--- src/rtl/data_mem_arbiter_pkg.sv ---
// Shared types and helpers for the data memory arbiter.
// Ownership state encoding plus counter sizing.
package data_mem_arbiter_pkg;

  typedef enum logic [1:0] {
    ST_CPU_OWN  = 2'd0,
    ST_DMA_OWN  = 2'd1,
    ST_CPU_HOLD = 2'd2
  } arb_state_e;

  localparam int WREN_W = 4;

  // Bits needed to hold 0..max_val-1, never less than one.
  function automatic int cnt_width(input int max_val);
    return (max_val <= 2) ? 1 : $clog2(max_val);
  endfunction

endpackage

--- src/rtl/data_mem_arbiter_if.sv ---
// Signal bundle between the CPU load/store path, the DMA master and data_memory.
// slave is the arbiter's view; master is the view of the masters and the memory.
interface data_mem_arbiter_if #(
  parameter int ADDR_W = 32,
  parameter int DATA_W = 32
);
  import data_mem_arbiter_pkg::*;

  logic              cpu_req;
  logic [ADDR_W-1:0] cpu_addr;
  logic [DATA_W-1:0] cpu_wdata;
  logic [WREN_W-1:0] cpu_wren;
  logic [DATA_W-1:0] cpu_rdata;
  logic              cpu_stall;

  logic              dma_req;
  logic [ADDR_W-1:0] dma_addr;
  logic [DATA_W-1:0] dma_wdata;
  logic [WREN_W-1:0] dma_wren;
  logic              dma_last;
  logic              dma_gnt;
  logic [DATA_W-1:0] dma_rdata;
  logic              dma_rvalid;

  logic [ADDR_W-1:0] mem_addr;
  logic [DATA_W-1:0] mem_wdata;
  logic [WREN_W-1:0] mem_wren;
  logic [DATA_W-1:0] mem_rdata;

  modport slave (
    input  cpu_req, cpu_addr, cpu_wdata, cpu_wren,
    input  dma_req, dma_addr, dma_wdata, dma_wren, dma_last,
    input  mem_rdata,
    output cpu_rdata, cpu_stall,
    output dma_gnt, dma_rdata, dma_rvalid,
    output mem_addr, mem_wdata, mem_wren
  );

  modport master (
    output cpu_req, cpu_addr, cpu_wdata, cpu_wren,
    output dma_req, dma_addr, dma_wdata, dma_wren, dma_last,
    output mem_rdata,
    input  cpu_rdata, cpu_stall,
    input  dma_gnt, dma_rdata, dma_rvalid,
    input  mem_addr, mem_wdata, mem_wren
  );

endinterface

--- src/rtl/data_mem_arbiter_sat_counter.sv ---
// Up-counter that stops at MAX; clear wins over increment. o_sat flags the stop value.
// One-cycle update latency, no backpressure.
module data_mem_arbiter_sat_counter #(
  parameter int WIDTH = 2,
  parameter int MAX   = 3
) (
  input  logic clk,
  input  logic rst,
  input  logic i_inc,
  input  logic i_clr,
  output logic o_sat
);
  localparam logic [WIDTH-1:0] LP_MAX = WIDTH'(MAX);

  logic [WIDTH-1:0] r_cnt;

  always_ff @(posedge clk or negedge rst) begin
    if (!rst) begin
      r_cnt <= '0;
    end else if (i_clr) begin
      r_cnt <= '0;
    end else if (i_inc && (r_cnt != LP_MAX)) begin
      r_cnt <= r_cnt + 1'b1;
    end
  end

  assign o_sat = (r_cnt == LP_MAX);

endmodule

--- src/rtl/data_mem_arbiter.sv ---
// Shares data_memory between the CPU (default owner, same-cycle path) and a DMA burst master.
// CPU path is combinational; DMA read data returns one cycle after grant; CPU stalls while DMA owns.
module data_mem_arbiter
  import data_mem_arbiter_pkg::*;
#(
  parameter int ADDR_W    = 32,
  parameter int DATA_W    = 32,
  parameter int MAX_WAIT  = 4,
  parameter int BURST_MAX = 8
) (
  input  logic              clk,
  input  logic              rst,
  data_mem_arbiter_if.slave io_bus
);
  localparam int WAIT_W = cnt_width(MAX_WAIT);
  localparam int BEAT_W = cnt_width(BURST_MAX);

  arb_state_e        r_state;
  arb_state_e        w_next_state;
  logic              w_dma_own;
  logic              w_wait_inc;
  logic              w_wait_clr;
  logic              w_wait_sat;
  logic              w_beat_inc;
  logic              w_beat_clr;
  logic              w_beat_sat;
  logic              w_dma_gnt;
  logic              w_cpu_stall;
  logic              w_owner_req;
  logic [ADDR_W-1:0] w_owner_addr;
  logic [DATA_W-1:0] w_owner_wdata;
  logic [WREN_W-1:0] w_owner_wren;
  logic              r_dma_rvalid;
  logic [DATA_W-1:0] r_dma_rdata;

  always_ff @(posedge clk or negedge rst) begin
    if (!rst) begin
      r_state <= ST_CPU_OWN;
    end else begin
      r_state <= w_next_state;
    end
  end

  always_comb begin
    w_next_state = r_state;
    w_wait_inc   = 1'b0;
    w_wait_clr   = 1'b0;
    w_beat_inc   = 1'b0;
    w_beat_clr   = 1'b0;
    w_dma_gnt    = 1'b0;
    w_cpu_stall  = 1'b0;
    case (r_state)
      ST_CPU_OWN, ST_CPU_HOLD: begin
        w_wait_clr = !io_bus.dma_req;
        w_wait_inc = io_bus.cpu_req & io_bus.dma_req;
        // CPU wins a tie unless the DMA has already waited its limit.
        if ((r_state == ST_CPU_OWN) && io_bus.dma_req && (!io_bus.cpu_req || w_wait_sat)) begin
          w_next_state = ST_DMA_OWN;
        end else begin
          w_next_state = ST_CPU_OWN;
        end
      end
      ST_DMA_OWN: begin
        w_dma_gnt   = io_bus.dma_req;
        w_cpu_stall = io_bus.cpu_req;
        w_beat_inc  = io_bus.dma_req;
        if (!io_bus.dma_req || io_bus.dma_last || w_beat_sat) begin
          w_next_state = ST_CPU_HOLD;
          w_beat_clr   = 1'b1;
          w_wait_clr   = 1'b1;
        end
      end
      default: w_next_state = ST_CPU_OWN;
    endcase
  end

  data_mem_arbiter_sat_counter #(
    .WIDTH (WAIT_W),
    .MAX   (MAX_WAIT - 1)
  ) u_wait_cnt (
    .clk   (clk),
    .rst   (rst),
    .i_inc (w_wait_inc),
    .i_clr (w_wait_clr),
    .o_sat (w_wait_sat)
  );

  data_mem_arbiter_sat_counter #(
    .WIDTH (BEAT_W),
    .MAX   (BURST_MAX - 1)
  ) u_beat_cnt (
    .clk   (clk),
    .rst   (rst),
    .i_inc (w_beat_inc),
    .i_clr (w_beat_clr),
    .o_sat (w_beat_sat)
  );

  assign w_dma_own     = (r_state == ST_DMA_OWN);
  assign w_owner_req   = w_dma_own ? io_bus.dma_req   : io_bus.cpu_req;
  assign w_owner_addr  = w_dma_own ? io_bus.dma_addr  : io_bus.cpu_addr;
  assign w_owner_wdata = w_dma_own ? io_bus.dma_wdata : io_bus.cpu_wdata;
  assign w_owner_wren  = w_dma_own ? io_bus.dma_wren  : io_bus.cpu_wren;

  always_ff @(posedge clk or negedge rst) begin
    if (!rst) begin
      r_dma_rvalid <= 1'b0;
      r_dma_rdata  <= '0;
    end else begin
      r_dma_rvalid <= w_dma_gnt;
      if (w_dma_gnt) begin
        r_dma_rdata <= io_bus.mem_rdata;
      end
    end
  end

  // Reset gates writes directly so an abandoned beat can never commit.
  assign io_bus.mem_addr   = w_owner_addr;
  assign io_bus.mem_wdata  = w_owner_wdata;
  assign io_bus.mem_wren   = rst ? (w_owner_wren & {WREN_W{w_owner_req}}) : '0;
  assign io_bus.cpu_rdata  = io_bus.mem_rdata;
  assign io_bus.cpu_stall  = w_cpu_stall;
  assign io_bus.dma_gnt    = w_dma_gnt;
  assign io_bus.dma_rvalid = r_dma_rvalid;
  assign io_bus.dma_rdata  = r_dma_rdata;

endmodule
--- src/flat_wrapper.sv ---
// flat-port wrapper written by rule: the top's interface ports become plain ports
module data_mem_arbiter_flat import data_mem_arbiter_pkg::*;
#(
  parameter int ADDR_W    = 32,
  parameter int DATA_W    = 32,
  parameter int MAX_WAIT  = 4,
  parameter int BURST_MAX = 8
)
  (clk, rst, io_bus_cpu_req, io_bus_cpu_addr, io_bus_cpu_wdata, io_bus_cpu_wren, io_bus_dma_req, io_bus_dma_addr, io_bus_dma_wdata, io_bus_dma_wren, io_bus_dma_last, io_bus_mem_rdata, io_bus_cpu_rdata, io_bus_cpu_stall, io_bus_dma_gnt, io_bus_dma_rdata, io_bus_dma_rvalid, io_bus_mem_addr, io_bus_mem_wdata, io_bus_mem_wren);
  data_mem_arbiter_if #(.ADDR_W(ADDR_W), .DATA_W(DATA_W)) io_bus_i ();
  input  logic clk;
  input  logic rst;
  input wire logic [$bits(io_bus_i.cpu_req)-1:0] io_bus_cpu_req;
  input wire logic [$bits(io_bus_i.cpu_addr)-1:0] io_bus_cpu_addr;
  input wire logic [$bits(io_bus_i.cpu_wdata)-1:0] io_bus_cpu_wdata;
  input wire logic [$bits(io_bus_i.cpu_wren)-1:0] io_bus_cpu_wren;
  input wire logic [$bits(io_bus_i.dma_req)-1:0] io_bus_dma_req;
  input wire logic [$bits(io_bus_i.dma_addr)-1:0] io_bus_dma_addr;
  input wire logic [$bits(io_bus_i.dma_wdata)-1:0] io_bus_dma_wdata;
  input wire logic [$bits(io_bus_i.dma_wren)-1:0] io_bus_dma_wren;
  input wire logic [$bits(io_bus_i.dma_last)-1:0] io_bus_dma_last;
  input wire logic [$bits(io_bus_i.mem_rdata)-1:0] io_bus_mem_rdata;
  output wire logic [$bits(io_bus_i.cpu_rdata)-1:0] io_bus_cpu_rdata;
  output wire logic [$bits(io_bus_i.cpu_stall)-1:0] io_bus_cpu_stall;
  output wire logic [$bits(io_bus_i.dma_gnt)-1:0] io_bus_dma_gnt;
  output wire logic [$bits(io_bus_i.dma_rdata)-1:0] io_bus_dma_rdata;
  output wire logic [$bits(io_bus_i.dma_rvalid)-1:0] io_bus_dma_rvalid;
  output wire logic [$bits(io_bus_i.mem_addr)-1:0] io_bus_mem_addr;
  output wire logic [$bits(io_bus_i.mem_wdata)-1:0] io_bus_mem_wdata;
  output wire logic [$bits(io_bus_i.mem_wren)-1:0] io_bus_mem_wren;
  assign io_bus_i.cpu_req = io_bus_cpu_req;
  assign io_bus_i.cpu_addr = io_bus_cpu_addr;
  assign io_bus_i.cpu_wdata = io_bus_cpu_wdata;
  assign io_bus_i.cpu_wren = io_bus_cpu_wren;
  assign io_bus_i.dma_req = io_bus_dma_req;
  assign io_bus_i.dma_addr = io_bus_dma_addr;
  assign io_bus_i.dma_wdata = io_bus_dma_wdata;
  assign io_bus_i.dma_wren = io_bus_dma_wren;
  assign io_bus_i.dma_last = io_bus_dma_last;
  assign io_bus_i.mem_rdata = io_bus_mem_rdata;
  assign io_bus_cpu_rdata = io_bus_i.cpu_rdata;
  assign io_bus_cpu_stall = io_bus_i.cpu_stall;
  assign io_bus_dma_gnt = io_bus_i.dma_gnt;
  assign io_bus_dma_rdata = io_bus_i.dma_rdata;
  assign io_bus_dma_rvalid = io_bus_i.dma_rvalid;
  assign io_bus_mem_addr = io_bus_i.mem_addr;
  assign io_bus_mem_wdata = io_bus_i.mem_wdata;
  assign io_bus_mem_wren = io_bus_i.mem_wren;
  data_mem_arbiter #(.ADDR_W(ADDR_W), .DATA_W(DATA_W), .MAX_WAIT(MAX_WAIT), .BURST_MAX(BURST_MAX)) u_core (.clk(clk), .rst(rst), .io_bus(io_bus_i));
endmodule
--- config.mk ---
export PLATFORM = sky130hd
export DESIGN_NAME = data_mem_arbiter_flat
export DESIGN_NICKNAME = d
export VERILOG_FILES = /design/src/rtl/data_mem_arbiter_pkg.sv /design/src/rtl/data_mem_arbiter_if.sv /design/src/rtl/data_mem_arbiter_sat_counter.sv /design/src/rtl/data_mem_arbiter.sv /design/src/flat_wrapper.sv
export SDC_FILE = /design/constraint.sdc
export NUM_CORES = 1
export LEC_CHECK = 0
export CAP_MARGIN = 20
export CORE_AREA = 2 2 121 123
export CTS_BUF_LIST = sky130_fd_sc_hd__clkbuf_16
export DETAILED_ROUTE_END_ITERATION = 16
export DIE_AREA = 0 0 123 125
export PLACE_DENSITY = 0.66
export SYNTH_ARGS = -nofsm -noshare
export SYNTH_HDL_FRONTEND = slang
export SYNTH_SLANG_ARGS = --single-unit
--- constraint.sdc ---
create_clock -name clk -period 3.3 [get_ports clk]
set_input_delay 0.99 -clock clk [delete_from_list [all_inputs] [get_ports clk]]
set_output_delay 0.99 -clock clk [all_outputs]
set_load 0.005 [all_outputs]
==> results.sh <==
export IMPL_stdcell_area_mm2=0.00601
export IMPL_drive_gt1_share_pct=8.65
export IMPL_root_buffer="clkbuf_16"
export IMPL_die_h_um=125
export IMPL_rows=44
export IMPL_synth_nets=529
export IMPL_worst_path_max_delay_cell="clkdlybuf4s50_1"
export IMPL_cp_num_buf_inv=2
export IMPL_reg2reg_to="u_core.io_bus.dma_rdata[20]"
export IMPL_io_buffers=307
export IMPL_synthCells=353
export IMPL_dr_pass1_iters=4
export IMPL_ant_nets=0
export IMPL_setup_tns_ns=0
export IMPL_grt_first_pass_wirelength_um=17100
export IMPL_cts_tree="done"
export IMPL_layout_min_cycle_time_ns=3.23
export IMPL_path_class="input port to output pin"
export IMPL_start_kind="input port"
export IMPL_synth_area_mm2=0.00283
export IMPL_min_from="u_core.u_beat_cnt.r_cnt[2]"
export IMPL_hpwl_um=9220
export IMPL_ios=308
export IMPL_synth_area_leaders="dfrtp_1, nand2_1, mux2_4"
export IMPL_cp_cell_sequence="clkdlybuf4s50_1 -> nand3_1 -> a21boi_0 -> clkdlybuf4s50_1"
export IMPL_h_tree_depth=2
export IMPL_drcViolationCount=0
export IMPL_worst_r2r_path_depth=4
export IMPL_grtUsageTotal_pct=13.9
export IMPL_yosysWarnings=0
export IMPL_via_count=3318
export IMPL_peakVddDrop_v=0.000293
export IMPL_synth_seq_cells=40
export IMPL_power_density_mw_per_mm2=404
export IMPL_finalPower_mw=2.43
export IMPL_drt_iter0_markers=93
export IMPL_diodes=0
export IMPL_clock_latency_ns=0.28
export IMPL_gp_congestion=0.784
export IMPL_finalHoldViolations=0
export IMPL_clock_sinks=40
export IMPL_numCtsBuffers=5
export IMPL_cpPeakStageDelay_ns=0.54
export IMPL_drv_slew=0
export IMPL_rsz0062_at_grt="false"
export IMPL_maxCapViolations=0
export IMPL_skew_ns=0.00629
export IMPL_viasPerCell=4.11
export IMPL_crit_top_cell="clkdlybuf4s50_1"
export IMPL_holdBufCountCts=0
export IMPL_leakage_nw=2.69
export IMPL_dp_slack_ns=-0.138
export IMPL_setup_viol=0
export IMPL_synth_top_area_cell="dfrtp_1"
export IMPL_setup_ws_ns=0.0665
export IMPL_clk_pin_slew_ns=0.06
export IMPL_dpl_instance_area_mm2=0.00584
export IMPL_required_ns=2.31
export IMPL_hp_class="flip-flop to flip-flop"
export IMPL_fp_dieW_um=123
export IMPL_cts_setup_buffers=0
export IMPL_fin_nets=799
export IMPL_endpoint_kind="output pin"
export IMPL_worstPathArrival_ns=2.24
export IMPL_r2r_slack_ns=1.53
export IMPL_clockBufferDepth=2
export IMPL_ys_seq_area_share_pct=35.4
export IMPL_avgSynthCellArea_um2=8.01
export IMPL_slew_headroom_pct=60.8
export IMPL_synth_top_area_share_pct=35.4
export IMPL_r2r_start="u_core.r_state[1]"
export IMPL_grt_pass1_vias=3346
export IMPL_ys_types=28
export IMPL_period_share_pct=98.0
export IMPL_grt_antenna_before_repair=0
export IMPL_status="complete, no violations"
export IMPL_min_to="u_core.u_beat_cnt.r_cnt[2]"
export IMPL_grt_max_degree=70
export IMPL_wl_um=11600
export IMPL_overflow=0
export IMPL_start_util_pct=19.9
export IMPL_path_depth=4
export IMPL_fp_coreArea_mm2=0.0142
export IMPL_wl_per_cell_um=14.3
export IMPL_dieArea_mm2=0.0154
export IMPL_worstPathMaxFanout=1
export IMPL_areaGrowthSynthToFinish_pct=112
export IMPL_worstMarginPinSlew_ns=0.588
export IMPL_min_path_cells=1
export IMPL_critPathTopFamily="buffers and inverters"
export IMPL_fmax_mhz=309
-- cell type report --
cell class	count	area, um2
Clock inverter	3	42.5
Timing Repair Buffer	316	3160
Clock buffer	5	125
Tap cell	184	230
Multi-Input combinational cell	259	1450
Fill cell	1380	8200
Inverter	1	3.75
Sequential cell	40	1000
-- report_power, final --
part | switching, mW | internal, mW
logic | 0.360 | 0.808
registers | 0.0828 | 0.628
clock network | 0.193 | 0.355
total | 0.635 | 1.79
-- synth_stat cells --
cell type	number
nand2_1	194
dfrtp_1	40
buf_4	32
mux2_4	27
clkbuf_1	8
nand3_1	8
buf_2	5
mux2_2	5
a21boi_0	4
nor2_1	4
buf_1	3
buf_12	3
ha_1	3
a32o_1	2
buf_6	2
a21oi_1	1
a22oi_1	1
and2_4	1
and4bb_2	1
inv_1	1
mux2i_1	1
nand2b_1	1
nand4b_1	1
nor2b_1	1
nor2b_4	1
o21ai_0	1
o311a_1	1
xnor2_1	1
-- layer usage --
| layer | global-route usage [%] | part of all wire (%) | up-vias |
|---|---|---|---|
| met5 | 0 | 0 | - |
| li1 | - | - | 1623 |
| met4 | 5.08 | 3.2 | 0 |
| met2 | 24.9 | 48 | 176 |
| met3 | 4.11 | 10 | 29 |
| met1 | 15.3 | 38 | 1490 |
-- logic make-up after synthesis --
group                      Yosys count  share of synthesized area [%]
xor gates and xnor gates             1                          0.310
buffers and inverters               54                           13.9
and+or+nand+nor                    212                           29.7
DFF                                 40                           35.4
AOI/OAI and AO/OA                   10                           2.74
muxes                               33                           16.7
adders and majority gates            3                           1.33
-- per-stage QoR --
| stage | utilization, % | hold WS [ns] | cells |
|---|---|---|---|
| finish | 42.3 | 0.506 | 808 |
| global route | 42.3 | 0.524 | 808 |
| CTS | 42.3 | 0.510 | 808 |
| detailed placement | 41.1 | 0.493 | 800 |
| global placement | 41.1 | 0.482 | 800 |
| floorplan | - | 0.466 | 353 |
-- state kept, by name, summed over array words and instances (netlist names) --
| register | count |
|---|---|
| u_core.io_bus.dma_rdata | 32 |
| u_core.u_wait_cnt.r_cnt | 2 |
| u_core.io_bus.dma_rvalid | 1 |
| u_core.r_state | 2 |
| u_core.u_beat_cnt.r_cnt | 3 |
-- placed cells by master, fill, tap and decap left out --
cell type        count
o311a_1              1
and2_4               1
dfrtp_1             40
clkbuf_16            5
clkdlybuf4s50_1    304
nand3_1              8
a32o_1               2
buf_4                7
o21ai_0              1
buf_2                1
nand2b_2             1
nand2_1            194
nand4b_1             1
dlygate4sd2_1        2
mux2_2               5
a21boi_0             3
nor2_1               4
a21boi_1             1
ha_1                 3
and4bb_2             1
bufinv_16            1
inv_1                1
nor2b_4              2
a22oi_1              1
clkinv_4             1
buf_12               2
xnor2_1              1
a21oi_1              1
clkinv_1             1
mux2_4              27
mux2i_1              1
-- worst max path at each step --
stage	start	end
2_1_floorplan	io_bus_dma_req	io_bus_dma_gnt
3_3_place_gp	io_bus_dma_req	io_bus_dma_gnt
3_5_place_dp	io_bus_dma_req	io_bus_dma_gnt
4_1_cts	io_bus_cpu_wren[1]	io_bus_mem_wren[1]
5_1_grt	io_bus_cpu_wren[1]	io_bus_mem_wren[1]
6_report	io_bus_cpu_wren[1]	io_bus_mem_wren[1]
-- timing repair --
action                                  in CTS  in global routing
pin swaps                                    0                  0
gates cloned                                 0                  0
endpoints found under the setup margin       6                  1
gates resized for setup                      2                  1
Power figures use the tool's default switching activity.
